[src/rtl/demux4_router.sv]
// demux4_router: 1-to-4 word router with an independent 2-entry FIFO per
// destination channel.
//
// Ports:
//   clock      rising-edge clock
//   resetn     asynchronous active-low reset (clears counts, pointers, storage)
//   in_data    upstream word
//   in_sel     destination channel (0..3)
//   in_valid   upstream offers in_data/in_sel
//   in_ready   combinational: destination FIFO of in_sel has room
//   out_data   channel k head word on [k*WIDTH +: WIDTH], zero when empty
//   out_valid  bit k = channel k holds at least one word
//   out_ready  bit k = channel k sink consumes its head this cycle
//
// Optional feature (macro DEMUX4_ROUTER_STATS_EN):
//   stat_clr   synchronous clear of the transfer counters (beats increments)
//   stat_xfer  four saturating 8-bit input-transfer counters, channel k on
//              [8k+7:8k]
module demux4_router #(
  parameter int unsigned WIDTH = 8
) (
  input  logic               clock,
  input  logic               resetn,
  input  logic [WIDTH-1:0]   in_data,
  input  logic [1:0]         in_sel,
  input  logic               in_valid,
  output logic               in_ready,
  output logic [4*WIDTH-1:0] out_data,
  output logic [3:0]         out_valid,
  input  logic [3:0]         out_ready
`ifdef DEMUX4_ROUTER_STATS_EN
  ,
  input  logic               stat_clr,
  output logic [31:0]        stat_xfer
`endif
);

  logic [WIDTH-1:0] mem   [4][2];
  logic [1:0]       count [4];
  logic [3:0]       wptr;
  logic [3:0]       rptr;
  logic [3:0]       push;
  logic [3:0]       pop;

  // Readiness depends only on the selected channel's occupancy.
  always_comb begin
    in_ready = (count[in_sel] < 2'd2);
  end

  always_comb begin
    push = '0;
    if (in_valid && in_ready) begin
      push[in_sel] = 1'b1;
    end
  end

  // Outputs are a direct view of registered state; the empty case forces
  // zeros so stale storage never leaks to the sink.
  always_comb begin
    out_valid = '0;
    out_data  = '0;
    pop       = '0;
    for (int unsigned k = 0; k < 4; k++) begin
      out_valid[k] = (count[k] != 2'd0);
      pop[k]       = out_valid[k] && out_ready[k];
      if (out_valid[k]) begin
        out_data[k*WIDTH +: WIDTH] = mem[k][rptr[k]];
      end
    end
  end

  always_ff @(posedge clock or negedge resetn) begin
    if (!resetn) begin
      wptr <= '0;
      rptr <= '0;
      for (int unsigned k = 0; k < 4; k++) begin
        count[k]  <= '0;
        mem[k][0] <= '0;
        mem[k][1] <= '0;
      end
    end else begin
      for (int unsigned k = 0; k < 4; k++) begin
        if (push[k]) begin
          mem[k][wptr[k]] <= in_data;
          wptr[k]         <= ~wptr[k];
        end
        if (pop[k]) begin
          rptr[k] <= ~rptr[k];
        end
        case ({push[k], pop[k]})
          2'b10:   count[k] <= count[k] + 2'd1;
          2'b01:   count[k] <= count[k] - 2'd1;
          default: count[k] <= count[k];
        endcase
      end
    end
  end

`ifdef DEMUX4_ROUTER_STATS_EN
  logic [7:0] xfer [4];

  always_ff @(posedge clock or negedge resetn) begin
    if (!resetn) begin
      for (int unsigned k = 0; k < 4; k++) begin
        xfer[k] <= '0;
      end
    end else begin
      for (int unsigned k = 0; k < 4; k++) begin
        if (stat_clr) begin
          xfer[k] <= '0;
        end else if (push[k] && (xfer[k] != 8'hFF)) begin
          xfer[k] <= xfer[k] + 8'd1;
        end
      end
    end
  end

  always_comb begin
    stat_xfer = '0;
    for (int unsigned k = 0; k < 4; k++) begin
      stat_xfer[k*8 +: 8] = xfer[k];
    end
  end
`endif

endmodule

[config.mk]
export PLATFORM = sky130hd
export DESIGN_NAME = demux4_router
export DESIGN_NICKNAME = d
export VERILOG_FILES = /design/src/rtl/demux4_router.sv
export SDC_FILE = /design/constraint.sdc
export NUM_CORES = 1
export LEC_CHECK = 0
export BUFFER_PORTS_ARGS = -buffer_cell sky130_fd_sc_hd__buf_2
export CELL_PAD_IN_SITES_DETAIL_PLACEMENT = 2
export CELL_PAD_IN_SITES_GLOBAL_PLACEMENT = 2
export CORE_ASPECT_RATIO = 1.2
export CORE_UTILIZATION = 35
export DETAILED_ROUTE_END_ITERATION = 10
export GPL_ROUTABILITY_DRIVEN = 0
export GPL_TIMING_DRIVEN = 0
export PLACE_DENSITY_LB_ADDON = 0.1
export SLEW_MARGIN = 20
export SYNTH_ARGS = -nofsm -noshare
export SYNTH_HDL_FRONTEND = slang
export SYNTH_SLANG_ARGS = --single-unit
[constraint.sdc]
create_clock -name clock -period 1.8 [get_ports clock]
set_clock_uncertainty 0.15 [all_clocks]
set_input_delay 0 -clock clock [delete_from_list [all_inputs] [get_ports clock]]
set_output_delay 0 -clock clock [all_outputs]
set_load 0.02 [all_outputs]
Yosys cells after proc, flatten, opt, wreduce, memory -nomap -nowiden

Index checks and enable logic that the tools add are counted.

Flip-flop bits (word level): 80
Input port bits: 17
Logic and storage cells: 125

$add $sub $neg: 8
Order comparisons: 16
Equal/unequal tests: 8
Multiplexer cells: 38
Bitwise logic cells: 17
Reductions and logical operators: 18

Operators with widths:

| operator                                                           | number |
|---|---|
| 2-to-1 mux 8 bit                                                   | 20 |
| bitwise mux 16 bit                                                 | 4 |
| demux 8 bit (select 1 bit)                                         | 4 |
| greater-or-equal comparator 2 bit (second input constant)          | 8 |
| inverter 1 -> 2 bit                                                | 8 |
| one-hot mux 2 bit (2 select lines)                                 | 4 |
| nonzero test 2 bit                                                 | 8 |
| logical AND 1 bit                                                  | 10 |
| adder 2 x 1 -> 2 bit (second input constant)                       | 4 |
| equality test 2 x 1 -> 1 bit (second input constant)               | 4 |
| equality test 2 bit (second input constant)                        | 4 |
| < comparator 2 x 1 -> 1 bit (second input constant)                | 4 |
| inverter 1 bit                                                     | 8 |
| subtractor 2 x 1 -> 2 bit (second input constant)                  | 4 |
| binary-select mux 2 bit (select 2 bit)                             | 1 |
| 2-to-1 mux 2 bit                                                   | 2 |
| 2-to-1 mux 4 bit                                                   | 1 |
| greater-or-equal comparator 3 bit (second input constant)          | 1 |
| < comparator 2 x 3 -> 1 bit (second input constant)                | 1 |
| inverter 2 -> 3 bit                                                | 1 |
| demux 1 bit (select 2 bit)                                         | 1 |
| greater-or-equal comparator 2 x 1 -> 1 bit (second input constant) | 1 |
| < comparator 2 bit (second input constant)                         | 1 |
| 2-to-1 mux 1 bit                                                   | 1 |

Longest topological paths before layout

Gate-level depths: netlist of run 1.

Depth in word-level cells: 9
Depth in mapped cells: 6
Mapped depth without buffers: 6

Worst setup path after synthesis of run 1

Ideal clock, no wire load.

Path type: flip-flop to flip-flop
Start: reg count[7] (netlist name)
End: reg mem[48] (netlist name)
Library setup time: 0.125 ns
Data arrival time: 1.622 ns
Required time: 1.525 ns
Path slack: -0.098 ns
Stages on the path, launching flop included: 6
Period minus slack after synthesis: 1.898 ns
Path through: dfrtp_1 or4b_1 clkbuf_2 or2_1 buf_6 mux2_4

Word-level cells in the longest chain between the ends: 6

RTL lines:

| item                                                | RTL line | source |
|---|---|---|
| from (decl)                                         | 39       | `logic [1:0] count [4];` |
| from (signal, indexed assignment)                   | 91       | `2'b10: count[k] <= count[k] + 2'd1;` |
| from (signal, indexed assignment)                   | 92       | `2'b01: count[k] <= count[k] - 2'd1;` |
| from (signal, indexed assignment)                   | 93       | `default: count[k] <= count[k];` |
| binary-select mux 2 bit (select 2 bit)              | 47       | `in_ready = (count[in_sel] < 2'd2);` |
| 2-to-1 mux 2 bit (not written as such) (2 in a row) | 47       |  |
| < comparator 2 bit                                  | 47       |  |
| logical AND 1 bit                                   | 52       | `if (in_valid && in_ready) begin` |
| 2-to-1 mux 4 bit                                    | 52       |  |
| to (signal, indexed assignment)                     | 84       | `mem[k][wptr[k]] <= in_data;` |
| to (decl)                                           | 38       | `logic [WIDTH-1:0] mem [4][2];` |

No other way between the ends. The select of a mux whose other input is x is not followed.
A chain may end at the register's enable or synchronous reset.

Worst setup path in the final report of run 1

Start: reg count[7] (netlist name)
End: reg mem[51] (netlist name)

The elaborated chain is that of the path after synthesis.

==> results of run 1 <==
-- registers in the layout, indices dropped and copies added (netlist names) --
signal / count
mem: 64
count: 8
rptr: 4
wptr: 4
-- worst max path at each step --
stage / startpoint / endpoint / slack [ns] / cells after the start
4_1_cts: count[7] / mem[51] / -0.20 / 5
2_1_floorplan: count[7] / mem[48] / -0.1 / 5
3_5_place_dp: count[1] / count[1] / -0.45 / 5
6_report: count[7] / mem[51] / -0.14 / 4
5_1_grt: count[7] / mem[51] / -0.16 / 4
3_3_place_gp: count[5] / count[5] / -0.37 / 5
-- routing by layer --
layer,vias to the layer above,global-route usage,routed length (microns)
li1,1114,-,-
met1,1245,0.238,4050
met2,37,0.320,4910
met3,11,0.0240,179
met4,0,0.0788,162
met5,-,0,0
-- synthesized netlist by cell type (all sizes together) --
cell	n	area [sq um]
or2	4	25.0
ha	4	50.1
xor2	8	70.1
or4b	1	10.0
buf	1	11.3
inv	9	33.8
nand4b	1	8.76
nand4bb	2	22.5
dfrtp	80	2000
mux4	1	26.3
xnor2	12	105
clkbuf	8	31.3
nor2b	4	25.0
mux2i	32	320
mux2	64	751
nor2	44	168
-- power by group through the flow --
stage / registers [uW] / clock network (uW) / logic, uW
after global routing: 3660 / 2190 / 4640
final: 3520 / 2080 / 4250
after global placement: 3200 / 0 / 3860
after floorplan: 3100 / 0 / 2910
after CTS: 3500 / 2130 / 4110
after detailed placement: 3280 / 0 / 3990
-- kinds of logic (layout without fill, tap and decap cells) --
| kind of cell | count (synthesis) | in the layout | share of synthesized area |
|---|---|---|---|
| fa+ha+maj | 4 | 4 | 0.0137 |
| mux | 97 | 97 | 0.300 |
| simple gates | 56 | 56 | 0.0708 |
| xor+xnor | 20 | 20 | 0.0479 |
| buf+inv | 18 | 114 | 0.0209 |
| flops | 80 | 80 | 0.547 |
-- layout by cell type (no fill, tap or decap), types with 4 or more instances in the layout --
master | Yosys | routed
mux2_4 | 8 | 16
mux2i_1 | 32 | 32
buf_4 | 0 | 15
buf_2 | 0 | 51
buf_6 | 1 | 4
dlygate4sd3_1 | 0 | 16
inv_1 | 9 | 8
mux2_2 | 56 | 48
xnor2_1 | 12 | 10
dfrtp_1 | 80 | 77
clkbuf_16 | 0 | 9
xor2_1 | 8 | 8
nor2_4 | 0 | 8
nor2_1 | 43 | 34
-- layout make-up --
cell class | instances | area share
Inverter | 9 | 0.00684
Timing Repair Buffer | 89 | 0.132
Tap cell | 126 | 0.0319
Clock buffer | 12 | 0.0499
Buffer | 1 | 0.00228
Clock inverter | 3 | 0.0183
Sequential cell | 80 | 0.406
Multi-Input combinational cell | 177 | 0.353
-- per-stage QoR --
step                total power, uW  instance area [sq um]  setup TNS (ns)
floorplan                      6010                   3660           -1.34
global placement               7070                   4080          -24.96
detailed placement             7270                   4110          -19.17
CTS                            9740                   4820           -2.35
global route                  10500                   4940           -2.78
finish                         9850                   4940           -2.13
-- what timing repair did --
item	in CTS	in global routing
hold endpoints to repair	150	1
hold buffers	16	1
cloned	0	0
gates resized for setup	35	13
pin swaps	6	10
setup endpoints to repair	108	37
buffers inserted	9	9
-- worst register-to-register path, delay by kind of cell (launching register included) --
family	cells	cell delay, ns
buf+inv	1	0.16
simple gates	2	0.79
flops	1	0.41
mux	1	0.31
==> flow_metrics.tcl, run 1 <==
set metrics [dict create \
    dp_slack_ns -0.446 \
    diodes 0 \
    cts_tree "done" \
    p_sw_uw 3620 \
    num-fill-cells 1012 \
    dp.cells 455 \
    grt.total_usage 0.188 \
    ios 54 \
    r2r_start "count[7]" \
    period_share 1.08 \
    finalSetupViolations 18 \
    grt_pass1_vias 2709 \
    antenna_found_initial 0 \
    h-tree-depth 3 \
    critPathMaxFanout 8 \
    max_stage_delay_ns 0.54 \
    core_area_sq_um 10100 \
    critPathTopFamily "simple AND/OR/NAND/NOR gates" \
    timing.fmax_mhz 516 \
    drtPass1Iterations 3 \
    clk_pin_slew_ns 0.06 \
    vias 2407 \
    hold-worst-slack_ns 0.0147 \
    overflow 0 \
    report.final.slew_viol_count 0 \
    dp_hpwl_microns 5660 \
    timing.final.ws_setup_ns -0.136 \
    r2r_slack_ns -0.14 \
    timing.rr.end "mem[51]" \
    cts_buffers 9 \
    die_x_microns 95.3 \
    p_clk_frac 0.211 \
    crit_type "flip-flop to flip-flop" \
    path_cells "or4b_4 -> or2_1 -> buf_6 -> mux2_4" \
    status "complete, but fails checks" \
    drive_above_1_share 0.474 \
    ys_types 20 \
    cts_root_buffer "clkbuf_16" \
    cp-end-kind "flip-flop" \
    worst_slew_pin_slew_ns 0.531 \
    hold_path_end "wptr[2]" \
    yosysWarnings 0 \
    drcViolationCount 0 \
    cts.path.max_buffers 2 \
    startpoint_type "flip-flop" \
    power_frac_comb 0.432 \
    area_growth_pct 34.9 \
    rsz0062_at_grt "true" \
    seqPwrFrac 0.357 \
    path_buf_inv 1 \
    hold_viol_final 0 \
    wl_per_cell_microns 18.7 \
    grt_pass1_wl_microns 14700 \
    fin_util 0.488 \
    seqCellArea_sq_um 2010 \
    die_h_microns 114 \
    clk_latency_ns 0.33 \
    finalNetCount 388 \
    required_ns 1.87 \
    hold_depth 3 \
    yosysSeqAreaShare 0.547 \
    drt_iter0_drc 66 \
    synth_seq_cells 80 \
    fp.dieArea_sq_um 10900 \
    vias_per_cell 4.84 \
    relSlewSlack 0.646 \
    worstHoldStart "in_sel[0]" \
    sw_frac_of_total 0.367 \
    fp-row-count 40 \
    syn_inst 275 \
    cts.sinks 80 \
    syn-num-nets 296 \
    start_util 0.362 \
    wirelength_microns 9300 \
    irDropWorstVdd_uv 923 \
    leakage_uw 0.00235 \
    finalCriticalPeriod_ns 1.94 \
    critPathArrivalTime_ns 2.00 \
    multi_input_comb_area_sq_um 1740 \
    final_cells 497 \
    power_density_nw_per_um2 2000 \
    reg2reg_depth 4 \
    grt_max_degree 54 \
    ant_nets 0 \
    violations "negative setup slack" \
    numPortBuffers 53 \
    p_int_uw 6240 \
    syn_avg_cell_area_sq_um 13.3 \
    worst_path_max_delay_cell "or4b_4" \
    netlist_area_sq_um 3660 \
    maxCapViolCount 0 \
    hp-class "input pin to flip-flop" \
]
Power figures use the tool's default switching activity.
==> run 2, diff against run 1 <==
==> constraint.sdc (replaced) <==
create_clock -name clock -period 1.8 [get_ports clock]
set_clock_uncertainty 0.15 [all_clocks]
set_input_delay 0.36 -clock clock [delete_from_list [all_inputs] [get_ports clock]]
set_output_delay 0.36 -clock clock [all_outputs]
set_load 0.02 [all_outputs]
==> run 2 against run 1 <==
Critical path depth rose by 1. The flow still finishes with violations (negative setup slack). Non-clock buffer count rose by 6. Cell area rose by 12%.
==> flow_metrics.tcl, run 2 (same netlist as run 1, synthesis figures left out) <==
set metrics [dict create \
    wl_per_cell_microns 20.4 \
    numPortBuffers 53 \
    drtPass1Iterations 3 \
    rsz0062_at_grt "true" \
    ant_nets 0 \
    hold_viol_final 0 \
    clk_pin_slew_ns 0.06 \
    num-fill-cells 934 \
    diodes 0 \
    overflow 0 \
    cts_tree "done" \
    area_growth_pct 51.7 \
    ios 54 \
    antenna_found_initial 0 \
    startpoint "count[7]" \
    cp-end-kind "flip-flop" \
    finalSetupViolations 57 \
    power_density_nw_per_um2 2160 \
    max_stage_delay_ns 0.48 \
    finalNetCount 395 \
    critPathArrivalTime_ns 2.04 \
    path_buf_inv 2 \
    hold-worst-slack_ns 0.292 \
    irDropWorstVdd_uv 934 \
    grt_pass1_wl_microns 14500 \
    fin_util 0.549 \
    timing.setup.tns_ns -5.19 \
    top_regs "mem (64), count (8)" \
    crit_type "flip-flop to flip-flop" \
    finalCriticalPeriod_ns 1.98 \
    worst_slew_pin_slew_ns 0.408 \
    clk_latency_ns 0.33 \
    path_cells "or4b_1 -> clkbuf_8 -> or2_1 -> buf_6 -> mux2_4" \
    cts_root_buffer "clkbuf_16" \
    fp-row-count 40 \
    vias 2484 \
    core_area_sq_um 10100 \
    hp-class "input pin to flip-flop" \
    r2r_start "count[7]" \
    wirelength_microns 10300 \
    start_util 0.362 \
    die_h_microns 114 \
    drcViolationCount 0 \
    h-tree-depth 3 \
    mostFrequentLayoutCell "dfrtp_1" \
    top_register "mem" \
    dpl_cell_area_sq_um 4110 \
    cts.path.max_buffers 2 \
    worst_path_max_delay_cell "or4b_1" \
    final_area_sq_um 5550 \
    fp.dieArea_sq_um 10900 \
    grt_max_degree 55 \
    timing.final.ws_setup_ns -0.175 \
    required_ns 1.86 \
    violations "negative setup slack" \
    critPathTopFamily "simple AND/OR/NAND/NOR gates" \
    grt.total_usage 0.186 \
    report.final.slew_viol_count 0 \
    worstHoldStart "in_data[5]" \
    maxCapViolCount 0 \
    grt_pass1_vias 2622 \
    startpoint_type "flip-flop" \
    vias_per_cell 4.93 \
    die_x_microns 95.3 \
    dp_hpwl_microns 5620 \
    largest_reg_flops 64 \
    relSlewSlack 0.728 \
    leakage_uw 0.00247 \
    status "complete, but fails checks" \
    timing.fmax_mhz 506 \
    drive_above_1_share 0.669 \
    period_share 1.10 \
    drt_iter0_drc 52 \
    critPathMaxFanout 8 \
    final_cell_mix "dfrtp_1 (72), buf_6 (41), mux2_2 (40), nor2_4 (29), buf_4 (26)" \
    cts.sinks 80 \
    cts_buffers 9 \
]
==> run 2: cell types whose count changed in the layout (fill, tap and decap cells not counted), sizes merged <==
cell / previous run / this run
clkbuf: 12 / 14
clkinvlp: 0 / 1
buf: 74 / 93
bufinv: 3 / 0
dlygate4sd3: 16 / 1
clkinv: 0 / 2
nor2: 44 / 45
==> run 2: report_power, final <==
| group | switching (uW) | internal [uW] | total [uW] |
|---|---|---|---|
| registers | 770 | 2730 | 3500 |
| clock network | 699 | 997 | 1700 |
| logic | 3040 | 3750 | 6790 |
==> run 2: final timing paths <==
kind / cells after the start / endpoint / slack (ns)
setup / recovery: 5 / mem[48] / -0.18
hold / removal: 2 / mem[53] / 0.29
setup reg to reg: 5 / mem[48] / -0.18
hold reg to reg: 1 / mem[40] / 0.36
max in group asynchronous: 3 / rptr[3] / 0.52
min in group asynchronous: 2 / mem[31] / 0.34
==> run 2: repair_timing <==
item / in CTS / in global routing
gates cloned: 0 / 2
pin swaps: 9 / 41
setup endpoints to repair: 109 / 87
gates resized for setup: 62 / 160
setup buffers: 26 / 12
hold buffers: 1 / 0
endpoints found under the hold margin: 26 / 0
==> run 2: layer usage <==
metal / wire, microns / track usage
met1: 4610 / 0.247
met2: 5260 / 0.302
met3: 235 / 0.0387
met4: 171 / 0.0606
met5: 0 / 0
==> run 2: per-stage QoR <==
step	cells	power (uW)	setup slack, ns
2_1_floorplan	275	6010	-0.124
3_3_place_gp	454	7080	-0.498
3_5_place_dp	455	7260	-0.440
4_1_cts	490	9840	-0.184
5_1_grt	504	12700	-0.219
6_report	504	12000	-0.175
==> run 2: layout make-up <==
cell class / count / area, sq um / share of cell area
plain buffers: 2 / 25.0 / 0.00451
clock buffers: 12 / 256 / 0.0462
clock inverters: 3 / 17.5 / 0.00316
inverters: 9 / 36.3 / 0.00654
multi-input cells: 178 / 2100 / 0.379
flip-flops and latches: 80 / 2010 / 0.362
well taps: 126 / 158 / 0.0284
repair buffers: 94 / 943 / 0.170
